===== src/rtl/countdown_timer.sv =====
// ---------------------------------------------------------------------------
// countdown_timer
//
// Purpose:
//   This is a keypad-entered M:SS countdown timer. Digits are shifted in from
//   the right while the timer is IDLE. start runs the count, stop pauses it,
//   and a second stop cancels it. The count goes down by one second on each
//   1 s tick. done pulses for one cycle when the count reaches 0:00.
//
// Configuration macro:
//   TIMER_PRESCALER_EN - when this macro is defined, the tick port is ignored.
//                        An internal counter then makes a one-cycle tick every
//                        TICK_DIV clocks. The counter runs only in RUN, clears
//                        on every entry to RUN, and holds in PAUSE.
//
// Ports:
//   clock      in   system clock, rising edge
//   reset      in   asynchronous active-high reset
//   tick       in   one-cycle 1 s count enable (default build only)
//   digit_load in   keypad digit strobe
//   digit      in   [3:0] BCD keypad value (values above 9 are ignored)
//   start      in   start/resume request
//   stop       in   pause/cancel request (wins over start)
//   sec_ones   out  [3:0] registered BCD seconds ones
//   sec_tens   out  [3:0] registered BCD seconds tens
//   mins       out  [3:0] registered BCD minutes
//   running    out  high while in RUN (registered)
//   done       out  one-cycle pulse together with the 0:00 outputs
//   state_dbg  out  [1:0] current FSM state (0 IDLE, 1 RUN, 2 PAUSE)
//
// Handshake: there is no valid/ready flow control. Each control input is a
// single-cycle level that is sampled on the rising clock edge.
// ---------------------------------------------------------------------------
module countdown_timer #(
   parameter int TICK_DIV = 50000000
) (
   input  logic       clock,
   input  logic       reset,
   input  logic       tick,
   input  logic       digit_load,
   input  logic [3:0] digit,
   input  logic       start,
   input  logic       stop,
   output logic [3:0] sec_ones,
   output logic [3:0] sec_tens,
   output logic [3:0] mins,
   output logic       running,
   output logic       done,
   output logic [1:0] state_dbg
);

   typedef enum logic [1:0] {
      IDLE  = 2'd0,
      RUN   = 2'd1,
      PAUSE = 2'd2
   } state_t;

   state_t state;
   logic   tick_en;
   logic   count_zero;
   logic   count_last;

   assign count_zero = (mins == 4'd0) && (sec_tens == 4'd0) && (sec_ones == 4'd0);
   assign count_last = (mins == 4'd0) && (sec_tens == 4'd0) && (sec_ones == 4'd1);
   assign state_dbg  = state;

`ifdef TIMER_PRESCALER_EN
   localparam int CW = (TICK_DIV > 1) ? $clog2(TICK_DIV) : 1;

   logic [CW-1:0] pre_cnt;
   logic          unused_tick;

   assign unused_tick = tick;
   assign tick_en     = (state == RUN) && (pre_cnt == CW'(TICK_DIV - 1));
`else
   assign tick_en = tick;
`endif

   always_ff @(posedge clock or posedge reset) begin
      if (reset) begin
         state    <= IDLE;
         sec_ones <= 4'd0;
         sec_tens <= 4'd0;
         mins     <= 4'd0;
         running  <= 1'b0;
         done     <= 1'b0;
`ifdef TIMER_PRESCALER_EN
         pre_cnt  <= '0;
`endif
      end else begin
         done <= 1'b0;
         case (state)
            IDLE: begin
               if (stop) begin
                  sec_ones <= 4'd0;
                  sec_tens <= 4'd0;
                  mins     <= 4'd0;
               end else if (start && !count_zero) begin
                  state   <= RUN;
                  running <= 1'b1;
`ifdef TIMER_PRESCALER_EN
                  pre_cnt <= '0;
`endif
               end else if (digit_load && (digit <= 4'd9)) begin
                  // Shift the entry in from the right. The old minutes digit is dropped.
                  mins     <= sec_tens;
                  sec_tens <= sec_ones;
                  sec_ones <= digit;
               end
            end

            RUN: begin
               if (stop) begin
                  // When stop and tick arrive together, the count is held.
                  state   <= PAUSE;
                  running <= 1'b0;
               end else begin
`ifdef TIMER_PRESCALER_EN
                  pre_cnt <= tick_en ? '0 : pre_cnt + 1'b1;
`endif
                  if (tick_en) begin
                     if (sec_ones != 4'd0) begin
                        sec_ones <= sec_ones - 4'd1;
                     end else begin
                        sec_ones <= 4'd9;
                        // Entered tens values 6..9 count down as is. Only a
                        // borrow from the minutes digit reloads the tens to 5.
                        if (sec_tens != 4'd0) begin
                           sec_tens <= sec_tens - 4'd1;
                        end else begin
                           sec_tens <= 4'd5;
                           mins     <= mins - 4'd1;
                        end
                     end
                     if (count_last) begin
                        done    <= 1'b1;
                        state   <= IDLE;
                        running <= 1'b0;
                     end
                  end
               end
            end

            PAUSE: begin
               if (stop) begin
                  sec_ones <= 4'd0;
                  sec_tens <= 4'd0;
                  mins     <= 4'd0;
                  state    <= IDLE;
               end else if (start) begin
                  state   <= RUN;
                  running <= 1'b1;
`ifdef TIMER_PRESCALER_EN
                  pre_cnt <= '0;
`endif
               end
            end

            default: begin
               state   <= IDLE;
               running <= 1'b0;
            end
         endcase
      end
   end

endmodule

===== config.mk =====
export PLATFORM = sky130hd
export DESIGN_NAME = countdown_timer
export DESIGN_NICKNAME = d
export VERILOG_FILES = /design/src/rtl/countdown_timer.sv
export SDC_FILE = /design/constraint.sdc
export NUM_CORES = 1
export LEC_CHECK = 0
export CAP_MARGIN = 10
export CORE_AREA = 2 2 62 64
export CTS_CLUSTER_SIZE = 30
export DETAILED_ROUTE_END_ITERATION = 6
export DIE_AREA = 0 0 64 66
export MAX_ROUTING_LAYER = met4
export SYNTH_ARGS = -nofsm -noshare
export SYNTH_HDL_FRONTEND = slang
export SYNTH_SLANG_ARGS = --single-unit

===== constraint.sdc =====
create_clock -name clock -period 2.2 [get_ports clock]
set_input_delay 0.33 -clock clock [delete_from_list [all_inputs] [get_ports clock]]
set_output_delay 0.33 -clock clock [all_outputs]
set_load 0.03 [all_outputs]

==> impl_metrics.py <==
metrics = {
    "status": {
        "outcome": "complete, no violations",
    },
    "layout": {
        "layout-area-overhead-vs-synth_pct": 35.9,
        "nNetsFinal": 188,
        "fillers": 344,
        "antenna_cells": 0,
        "final_cells": 216,
        "drive_above_1_share": 0.226,
        "final_util": 0.461,
    },
    "placement": {
        "dp_hpwl_um": 2360,
        "gp_congestion": 0.909,
        "portBuffers": 25,
        "place_ws_ns": 0.0806,
        "dp.cells": 212,
    },
    "worst_hold_path": {
        "hold_class": "in2async",
    },
    "timing": {
        "fin_crit_sh": 0.959,
        "setup_viol": 0,
        "fin_skew_ns": 0.000438,
        "fin_setup_tns_ns": 0,
        "hold_violations": 0,
        "layout_setup_ws_ns": 0.0904,
        "fmax_ghz": 0.474,
        "rsz0062_at_grt": "false",
        "tightestPinTransition_ns": 0.896,
        "period_needed_ns": 2.11,
        "final-max-slew-violation-count": 0,
        "slew_headroom": 0.401,
    },
    "synth": {
        "synth_top_family_by_area": "compound AO/OA/AOI/OAI gates",
        "synthMuxAreaShare": 0.0457,
        "synth-xor-area-share": 0.00728,
        "yosys.area_share.simple": 0.165,
        "synth_compound_area_frac": 0.278,
        "syn_inst": 130,
        "avgSynthCellArea_um2": 9.26,
        "synth_top_cell_area_share": 0.333,
        "synth_edf_count": 0,
        "post-synth-top-area-cell": "dfrtp_1",
        "synth_ff_type": "dfrtp_1",
        "ys_ff_latch": 16,
        "synth_most_common_cell": "a21oi_1",
        "mappedNetlistArea_um2": 1200,
        "synthAdderAreaFrac": 0.0936,
        "ys_seq_area_frac": 0.333,
        "ys_warn_count": 0,
        "async_flop_share": 1.00,
        "synthTopCellsByArea": "dfrtp_1 (33%), ha_1 (9.4%), a21oi_1 (7.5%)",
        "syn_nets": 149,
        "synthDistinctLibCells": 42,
        "synth_common_cells": "a21oi_1 (18), dfrtp_1 (16), inv_1 (15)",
    },
    "floorplanning": {
        "ios": 26,
        "dieHeight_um": 66,
        "rows": 22,
        "die-area_um2": 4220,
        "die_w_um": 64,
        "start_util": 0.339,
        "fp.coreArea_um2": 3550,
    },
    "routing": {
        "drc_errors": 0,
        "routed_via_density": 5.15,
        "postRouteAntennaNets": 0,
        "avgRoutedWirePerCell_um": 14.4,
        "drtIter0Drc": 36,
        "vias": 1112,
        "wl_um": 3100,
        "drtPass1Iterations": 4,
    },
    "worst_setup_path": {
        "worstRegToRegCells": 7,
        "crit_arrival_ns": 2.29,
        "critPathCaptureType": "flip-flop",
        "criticalPathCategory": "reg2reg",
        "r2r_start": "sec_ones[0]",
        "start_kind": "flip-flop",
        "timing.rr.end": "mins[3]",
        "crit_required_ns": 2.38,
        "reg2reg_slack_ns": 0.09,
        "critPathMaxFanout": 4,
    },
    "power": {
        "p_total_mw": 2.51,
        "p_leak_nw": 0.699,
        "ir_drop_uv": 805,
        "pwr_density_cell_nw_per_um2": 1530,
    },
    "clock_network": {
        "insertion_delay_ns": 0.29,
        "clock_path_buffers": 2,
        "cts_tree": "yes",
        "cts_buffers": 3,
        "clk_pin_slew_worst_paths_ns": 0.10,
        "cts_max_level": 1,
        "post_cts_resized": 0,
        "cts_setup_buffers": 0,
        "cts_num_sinks": 16,
        "cts_root_buf": "clkbuf_4",
        "postCtsHoldBufs": 0,
    },
    "global_route": {
        "grt_pass1_wl_um": 5210,
        "grt_usage": 0.159,
        "grt_pass1_vias": 1127,
        "globalRouteOverflowTotal": 0,
        "antenna_found_initial": 0,
        "grt_max_degree": 17,
    },
    "flow_run": {
        "maxCapViolCount": 0,
    },
}
-- cell families after synthesis --
logic type / Yosys count
AO/OA/AOI/OAI: 45
AND/OR/NAND/NOR: 34
buffers and inverters: 20
flip-flops: 16
adder cells (fa/ha/maj): 9
multiplexers: 5
XOR/XNOR: 1
-- power by group --
group | internal [mW] | leakage, nW | switching, mW
Sequential | 0.422 | 0.196 | 0.0969
Combinational | 0.811 | 0.487 | 1.01
Clock | 0.0705 | 0.0150 | 0.0986
-- stage by stage --
step                hold WS, ns  instance area (µm²)
finish                    0.413                 1640
global route              0.467                 1640
CTS                       0.448                 1620
detailed placement        0.504                 1600
global placement          0.495                 1600
floorplan                 0.243                 1220
-- placed cells by master (no fill, tap or decap), drive strengths merged, types with 2 or more instances in the layout --
cell / count
clkdlybuf4s50: 25
a21oi: 18
dfrtp: 16
inv: 15
buf: 14
nor2: 12
ha: 9
o21ai: 7
nand2: 5
nor3: 5
mux2i: 4
clkbuf: 4
or3b: 3
nor3b: 3
nor2b: 2
o31ai: 2
or2b: 2
o32ai: 2
-- per-layer routing --
layer  share of wire  vias up  GRT usage
li1                -      547          -
met3           0.038        4     0.0153
met1            0.49      535      0.210
met2            0.47       26      0.263
met5               0        -          -
met4          0.0077        0     0.0408
-- area by class of cell --
cell class | count | area [µm²] | share of cell area
clock buffer | 4 | 26.3 | 0.0161
inverter | 15 | 56.3 | 0.0344
multi-input combinational | 94 | 729 | 0.446
sequential | 16 | 408 | 0.249
tap | 48 | 60.1 | 0.0367
timing repair buffer | 39 | 355 | 0.217
-- worst max path at each step --
stage | depth (start not counted) | start | slack, ns | endpoint
2_1_floorplan | 7 | mins[0] | 0.0005 | mins[3]
3_3_place_gp | 7 | sec_ones[0] | 0.12 | mins[3]
3_5_place_dp | 6 | stop | 0.08 | mins[3]
4_1_cts | 7 | sec_ones[0] | 0.07 | mins[3]
5_1_grt | 8 | sec_ones[0] | 0.02 | sec_tens[0]
6_report | 7 | sec_ones[0] | 0.09 | mins[3]
-- state kept, by name, indices dropped and copies added, names as in the netlist --
signal	count
mins	4
done	1
sec_ones	4
sec_tens	4
running	1
state_dbg	2
-- critical path: stages, from the launching register on --
cell      delay, ns
dfrtp_2        0.41
inv_1          0.09
ha_1           0.20
or3b_4         0.44
nor3_4         0.23
o211ai_4       0.11
a21o_4         0.22
mux2_4         0.30
No activity file was read; power rests on OpenSTA's default activity.
==> edit (same flow settings) <==
Reset style: synchronous (`reset`), changed in one clocked block. Comments in the files are not updated.
--- a/src/rtl/countdown_timer.sv
+++ b/src/rtl/countdown_timer.sv
@@ -76,7 +76,7 @@
    assign tick_en = tick;
 `endif
 
-   always_ff @(posedge clock or posedge reset) begin
+   always_ff @(posedge clock) begin
       if (reset) begin
          state    <= IDLE;
          sec_ones <= 4'd0;
Behaviour: differs if reset is asserted again (counterexample within 4 cycles, from zero or initial values and one cycle with reset high); with reset held inactive, the same outputs for 10 cycles.
==> edit against the unedited design <==
  * The flow now finishes with violations (negative setup slack)
  * Sequential cell count did not move
  * Power rose by 21%
  * Worst setup slack got worse by 140 ps
  * Synthesized cell count grew 5.4%
  * Synthesized area fell by 5.3%
  * Sequential power down 3%
  * Combinational power grew 29%
  * Core utilization is 7.1 points higher
  * Hold slack better by 110 ps
  * Routed wire length up 15%
  * Design area up 15%
==> edit: results (changes against the unedited design) <==
status finished, violations left; violated checks negative setup slack; Place WS -173.2 ps (-253.7 ps); synth cell count leaders 16 x dfxtp_1, 14 x inv_1, 13 x nor2_1, 12 x a211oi_1; Cells after DPL 242 (+14%); Distinct cells, synth 41 (-2.4%); Placer Congestion 0.8741 (-3.8%); final setup violation count 2 (+2); synth top area cells dfxtp_1 28%, ha_1 9.9%, a211oi_1 7.9%; Worst EP arrival 2400 ps (+110 ps); Detailed Route Iter0 Violations 38 (+5.6%); class of the worst hold path register to register; Avg WL per Cell 14.23 um (-0.96%); share of cells above drive strength 1 35.64% (+13 points); Yosys Warn Count 0 (unchanged); clock slew seen by the registers of the worst setup and hold paths 100 ps (about the same); Post-Syn Instances 137 (+5.4%); Critical Path Slowest Stage Cell or4b_4; Final #Nets 222 (+18%); slowest cell delay on critical path 540 ps (+100 ps); hpwl dp 2.765 mm (+17%); worst slew pin tran 659.4 ps (-236.5 ps); syn nets 156 (+4.7%); peak supply drop 700.6 uV (-13%); setup ws final -45.10 ps (-135.5 ps); Post-DP Area 0.001772 sq mm (+11%); share of flip-flops with an asynchronous set or reset 0% (-100 points); clk_skew 5.330 ps (+4.892 ps); sequential share of the synthesized area 28.10% (-5.2 points); Static Leak 0.7491 nW (+7.2%); Fillers 341 (-0.87%); first-pass GRT wire length 5.968 mm (+15%); top flop regs mins x4, sec_ones x4, sec_tens x4; CP max FO 6 (+2); routed via count 1263 (+14%); global-route usage over all layers 18.54% (+2.6 points); final wirelength 3.558 mm (+15%)
-- edit: worst paths after layout --
kind,depth (start not counted),start,slack [ps],to
max reg2reg,7,sec_ones[1]$_SDFFE_PP0P_,-50,sec_tens[0]$_SDFFE_PP0P_
max,7,sec_ones[1]$_SDFFE_PP0P_,-50,sec_tens[0]$_SDFFE_PP0P_
min reg2reg,2,state_dbg[1]$_SDFFE_PP0P_,520,state_dbg[1]$_SDFFE_PP0P_
min,2,state_dbg[1]$_SDFFE_PP0P_,520,state_dbg[1]$_SDFFE_PP0P_
-- edit: layer usage --
layer | GRT usage [%] | wire, um
met4 | 4.891 | 12
met2 | 31.38 | 1770
met3 | 1.704 | 123
met5 | - | 0
met1 | 23.76 | 1651
-- edit: stage by stage --
step	TNS, ps	total power, mW	utilization, %
2_1_floorplan	-574.6	1.811	-
5_1_grt	-521.5	3.270	53.17
4_1_cts	-98.99	2.896	51.52
3_3_place_gp	-308.3	2.611	49.89
6_report	-89.88	3.026	53.17
3_5_place_dp	-568.8	2.654	49.89
-- edit: worst reg2reg max path, stage by stage, from the launching register on --
cell,delay (ps)
dfxtp_4,360
inv_4,60
ha_4,120
or3b_4,380
o311a_4,380
or4b_4,540
a311oi_2,210
a211oi_1,70
-- edit: layout make-up --
cell class	count	share of cell area, %
Timing Repair Buffer	67	30.15
Inverter	14	3.313
Tap cell	48	3.181
Sequential cell	16	18.03
Clock buffer	4	1.392
Multi-Input combinational cell	101	43.94
-- edit: where the power goes --
group          total [mW]  internal (mW)  switching, mW
Combinational        2.35           1.18           1.18
Clock               0.166         0.0704         0.0957
Sequential          0.505          0.426         0.0791
-- edit: cells by family after synthesis --
| group | count (synthesis) | share of synthesized area (%) |
|---|---|---|
| flops | 16 | 28.10 |
| buf+inv | 20 | 7.354 |
| fa+ha+maj | 9 | 9.879 |
| compound gates | 42 | 28.65 |
| simple gates | 46 | 22.83 |
| mux | 1 | 0.8782 |
| xor+xnor | 3 | 2.306 |
-- edit: timing repair --
action	CTS	global route
gates resized for setup	4	6
pin swaps	3	6
endpoints found under the setup margin	7	8
buffers inserted	0	4
